==> config.mk <==
export PLATFORM = sky130hd
export DESIGN_NAME = fifo_nibble_tx
export DESIGN_NICKNAME = d
export VERILOG_FILES = /design/src/rtl/fifo_nibble_tx.sv
export SDC_FILE = /design/constraint.sdc
export NUM_CORES = 1
export LEC_CHECK = 0
export BUFFER_PORTS_ARGS = -buffer_cell sky130_fd_sc_hd__buf_2
export CORE_ASPECT_RATIO = 0.8
export CORE_UTILIZATION = 40
export DETAILED_ROUTE_END_ITERATION = 16
export HOLD_SLACK_MARGIN = 0.05
export SYNTH_ARGS = -nofsm -noshare
export SYNTH_HDL_FRONTEND = slang
export SYNTH_SLANG_ARGS = --single-unit
export TNS_END_PERCENT = 50
==> constraint.sdc <==
create_clock -name clk -period 4.95 [get_ports clk]
set_input_delay 1.2375 -clock clk [delete_from_list [all_inputs] [get_ports clk]]
set_output_delay 1.2375 -clock clk [all_outputs]
set_load 0.01 [all_outputs]
==> src/rtl/fifo_nibble_tx.sv <==
// Drain side of the nibble FIFO: pops one 4-bit entry per frame and serialises it
// as start, 4 data bits LSB first, optional even parity, stop.
module fifo_nibble_tx #(
  parameter int CLKS_PER_BIT = 16,
  parameter bit PARITY_EN    = 1'b1
) (
  input  logic       clk,
  input  logic       rst,
  input  logic       enable,
  input  logic       fifo_empty,
  input  logic [3:0] fifo_data,
  output logic       fifo_rd_en,
  output logic       tx,
  output logic       busy,
  output logic       frame_done,
  output logic [7:0] frame_count
);

  typedef enum logic [2:0] {IDLE, POP, LOAD, START, DATA, PARITY, STOP} state_t;

  localparam logic [7:0] BAUD_MAX = 8'(CLKS_PER_BIT - 1);

  state_t     state_q, state_d;
  logic [7:0] baud_q, baud_d;
  logic [1:0] bit_q, bit_d;
  logic [3:0] sh_q, sh_d;
  logic       par_q, par_d;
  logic       rd_q, rd_d;
  logic [7:0] cnt_q, cnt_d;
  logic       bit_end;
  logic       start_ok;

  assign bit_end  = (baud_q == BAUD_MAX);
  assign start_ok = enable & ~fifo_empty;

  always_ff @(posedge clk or posedge rst) begin
    if (rst) begin
      state_q <= IDLE;
      baud_q  <= '0;
      bit_q   <= '0;
      sh_q    <= '0;
      par_q   <= 1'b0;
      rd_q    <= 1'b0;
      cnt_q   <= '0;
    end else begin
      state_q <= state_d;
      baud_q  <= baud_d;
      bit_q   <= bit_d;
      sh_q    <= sh_d;
      par_q   <= par_d;
      rd_q    <= rd_d;
      cnt_q   <= cnt_d;
    end
  end

  always_comb begin
    state_d = state_q;
    baud_d  = baud_q;
    bit_d   = bit_q;
    sh_d    = sh_q;
    par_d   = par_q;
    rd_d    = 1'b0;
    cnt_d   = cnt_q;
    case (state_q)
      IDLE: begin
        if (start_ok) begin
          state_d = POP;
          rd_d    = 1'b1;
        end
      end
      POP: state_d = LOAD;
      // The FIFO accepted the pop on the previous edge, so its data is valid now.
      LOAD: begin
        sh_d    = fifo_data;
        par_d   = ^fifo_data;
        baud_d  = '0;
        bit_d   = '0;
        state_d = START;
      end
      START: begin
        if (bit_end) begin
          baud_d  = '0;
          state_d = DATA;
        end else begin
          baud_d = baud_q + 8'd1;
        end
      end
      DATA: begin
        if (bit_end) begin
          baud_d = '0;
          sh_d   = {1'b0, sh_q[3:1]};
          if (bit_q == 2'd3) begin
            bit_d   = '0;
            state_d = PARITY_EN ? PARITY : STOP;
          end else begin
            bit_d = bit_q + 2'd1;
          end
        end else begin
          baud_d = baud_q + 8'd1;
        end
      end
      PARITY: begin
        if (bit_end) begin
          baud_d  = '0;
          state_d = STOP;
        end else begin
          baud_d = baud_q + 8'd1;
        end
      end
      STOP: begin
        if (bit_end) begin
          baud_d = '0;
          cnt_d  = cnt_q + 8'd1;
          // Chaining straight into POP gives the minimum two-cycle inter-frame gap.
          if (start_ok) begin
            state_d = POP;
            rd_d    = 1'b1;
          end else begin
            state_d = IDLE;
          end
        end else begin
          baud_d = baud_q + 8'd1;
        end
      end
      default: state_d = IDLE;
    endcase
  end

  always_comb begin
    tx = 1'b1;
    case (state_q)
      START:   tx = 1'b0;
      DATA:    tx = sh_q[0];
      PARITY:  tx = par_q;
      default: tx = 1'b1;
    endcase
  end

  assign fifo_rd_en  = rd_q;
  assign busy        = (state_q != IDLE);
  assign frame_done  = (state_q == STOP) && bit_end;
  assign frame_count = cnt_q;

endmodule

==> run_results.csv <==
group,metric,value,unit
status,status,"complete, no violations",
routing,drtIter0Drc,42,
setup_path,crit_fanout,10,
power,power_frac_seq,61.3,%
setup_path,crit_buf_inv,1,
routing,wl_met1,1394,µm
logic_synthesis,synth_cell_types,38,
layout,drive_above_1_share,18.13,%
routing,drc,0,
layout,final_util,46.42,%
setup_path,path_delay_family,"simple AND/OR/NAND/NOR gates",
layout,layout_commonest_cell,"dfrtp_1",
hold_path,hold_depth,1,
hold_path,hold_path_class,"reg2reg",
layout,area_growth,10.35,%
layout,nNetsFinal,172,
logic_synthesis,async_flop_share,100.0,%
setup_path,end_kind,"output port",
floorplan,num_rows,19,
power,power,366.9,µW
routing,wl_met2,1414,µm
logic_synthesis,synth_edf_count,0,
power,p_leak,0.7599,nW
timing,setup_viol,0,
grt,grt_pass1_vias,1044,
routing,ant_nets,0,
routing,drt_wl_total,2927,µm
setup_path,cp-start-kind,"register",
logic_synthesis,synth-seq-cells,27,
logic_synthesis,syn-cell-area,0.001450,mm²
power,swShare,22.04,%
floorplan,dieArea,0.003872,mm²
power,clock_power_share,34.7,%
floorplan,initial_core_util,42.07,%
timing,drv_slew,0,
setup_path,cp.required,3.71,ns
logic_synthesis,yosys-top-cells-area,"dfrtp_1 47%, xnor2_1 5.4%, nand2_1 4.7%",
clock_network,cts_tree,"built",
clock_network,clkSinkCount,27,
setup_path,worstSetupPathType,"reg2out",
layout,nFillCells,333,
timing,grt_setup_unrepaired,"no",
logic_synthesis,synth_flop_cell,"dfrtp_1",
grt,antenna_found_initial,0,
timing,tns,0,ns
routing,viasPerCell,5.584,
floorplan,die_x,69.32,µm
grt,grt_overflow_total,0,
routing,met3_length,108,µm
setup_path,cp.depth,4,
setup_path,cp_data_arrival_time,1.80,ns
clock_network,cts_setup_buffers,0,
setup_path,slowest_delay,0.43,ns
timing,max_slew_margin,26.97,%
timing,final-hold-violation-count,0,
timing,period_minus_slack,3.038,ns
grt,grt_start_max_net_pins,28,
logic_synthesis,avgSynthCellArea,10.07,µm²
logic_synthesis,synth_top_area_cell,"dfrtp_1",
logic_synthesis,yosysTopAreaCellShare,46.59,%
clock_network,cts_root_buf,"clkbuf_8",
logic_synthesis,ys_warn_count,0,
clock_network,cts.htree.levels,1,
routing,dr.pass1.iters,4,
clock_network,path_clk_slew,0.09,ns
power,intPower,286.0,µW
setup_path,path_cells,"ha_1 -> and3_1 -> and4_1 -> buf_2",
setup_path,reg2regPathDepth,4,
timing,tightest_slew,1.096,ns
grt,grt_pass1_wl,4912,µm
routing,vias,1128,
power,p_sw,80.86,µW
floorplan,io_pins,20,
power,power.density,229.2,mW/mm²
clock_network,clk_latency,0.28,ns
flow_run,max_cap_viol_count,0,
setup_path,cp_slowest_cell,"and4_1",
layout,diodes,0,
clock_network,clockBufferDepth,2,
power,peakVddDrop,0.1275,mV
logic_synthesis,synthCells,144,
layout,most-common-layout-cells,"27 x dfrtp_1, 19 x buf_2, 18 x nand2_1",
floorplan,coreArea,0.003447,mm²
timing,holdWs,0.4904,ns
routing,top_layer_used,"met4",
routing,avgRoutedWirePerCell,14.49,µm
logic_synthesis,ys_seq_area_share,46.59,%
placement,io_buffers,19,
timing,skew,0.004831,ns
grt,track_usage,15.93,%
placement,place_congestion,0.7905,
timing,timing.final.crit_share,61.37,%
power,comb_power_share,4.1,%
placement,hpwl,2148,µm
clock_network,ctsResizeCount,0,
clock_network,cts_made_buffers,3,
timing,fmax,329.2,MHz
floorplan,chipHeight,55.86,µm
logic_synthesis,syn_nets,155,
clock_network,hold_buffers,0,
==> power groups by stage <==
stage	Sequential, mW	Clock [mW]	Combinational, mW
floorplan	0.229	0	0.00975
global placement	0.229	0	0.0152
detailed placement	0.229	0	0.0157
CTS	0.225	0.131	0.0158
global route	0.225	0.138	0.0175
finish	0.225	0.127	0.0149
==> metrics by stage <==
step / area, µm² / worst slack, ns / std cells
2_1_floorplan: 1450 / 2.554 / 144
3_3_place_gp: 1554 / 2.310 / 198
3_5_place_dp: 1554 / 2.237 / 198
4_1_cts: 1600 / 1.910 / 202
5_1_grt: 1600 / 1.811 / 202
6_report: 1600 / 1.912 / 202
==> routing by layer <==
metal | GRT usage, % | up-vias
li1 | - | 555
met4 | 2.915 | 0
met3 | 4.348 | 2
met2 | 25.10 | 22
met1 | 22.18 | 549
met5 | 0 | -
==> cell type report <==
class / instances / area (µm²) / share of cell area, %
Multi-Input combinational cell: 107 / 719.4 / 44.96
Sequential cell: 27 / 675.6 / 42.22
Timing Repair Buffer: 19 / 95.09 / 5.942
Tap cell: 42 / 52.55 / 3.284
Clock buffer: 3 / 41.29 / 2.580
Inverter: 3 / 11.26 / 0.7037
Clock inverter: 1 / 5.005 / 0.3127
==> flip-flops by register name (all words and copies together) (netlist names) <==
| name | count |
|---|---|
| fifo_rd_en | 1 |
| bit_q | 2 |
| baud_q | 8 |
| state_q | 3 |
| par_q | 1 |
| sh_q | 4 |
| frame_count | 8 |
==> final timing paths <==
check	startpoint	endpoint	slack, ns
worst min-delay path	frame_count[7]	frame_count[7]	0.49
worst min register to register	frame_count[7]	frame_count[7]	0.49
min in group asynchronous	rst	baud_q[1]	1.18
worst max register to register	state_q[2]	baud_q[7]	2.58
worst max-delay path	baud_q[1]	frame_done	1.91
max in group asynchronous	rst	baud_q[2]	3.17
==> Yosys cell counts, drive strengths merged (3+ instances only) <==
cell type,n
a31oi,6
mux2,3
dfrtp,27
ha,3
a21oi,8
nand2,18
nand3,3
nor2,6
mux2i,5
inv,3
xnor2,9
buf,5
and3,5
o21ai,10
nand4,3
==> logic make-up after synthesis <==
kind of cell / after synthesis / synth area share, %
AND/OR/NAND/NOR: 46 / 17.43
AO/OA/AOI/OAI: 39 / 17.17
flip-flops: 27 / 46.59
XOR/XNOR: 11 / 6.644
buffers and inverters: 10 / 3.796
multiplexers: 8 / 5.781
adder cells (fa/ha/maj): 3 / 2.589
Note: power is estimated with default switching activity, not from simulation.
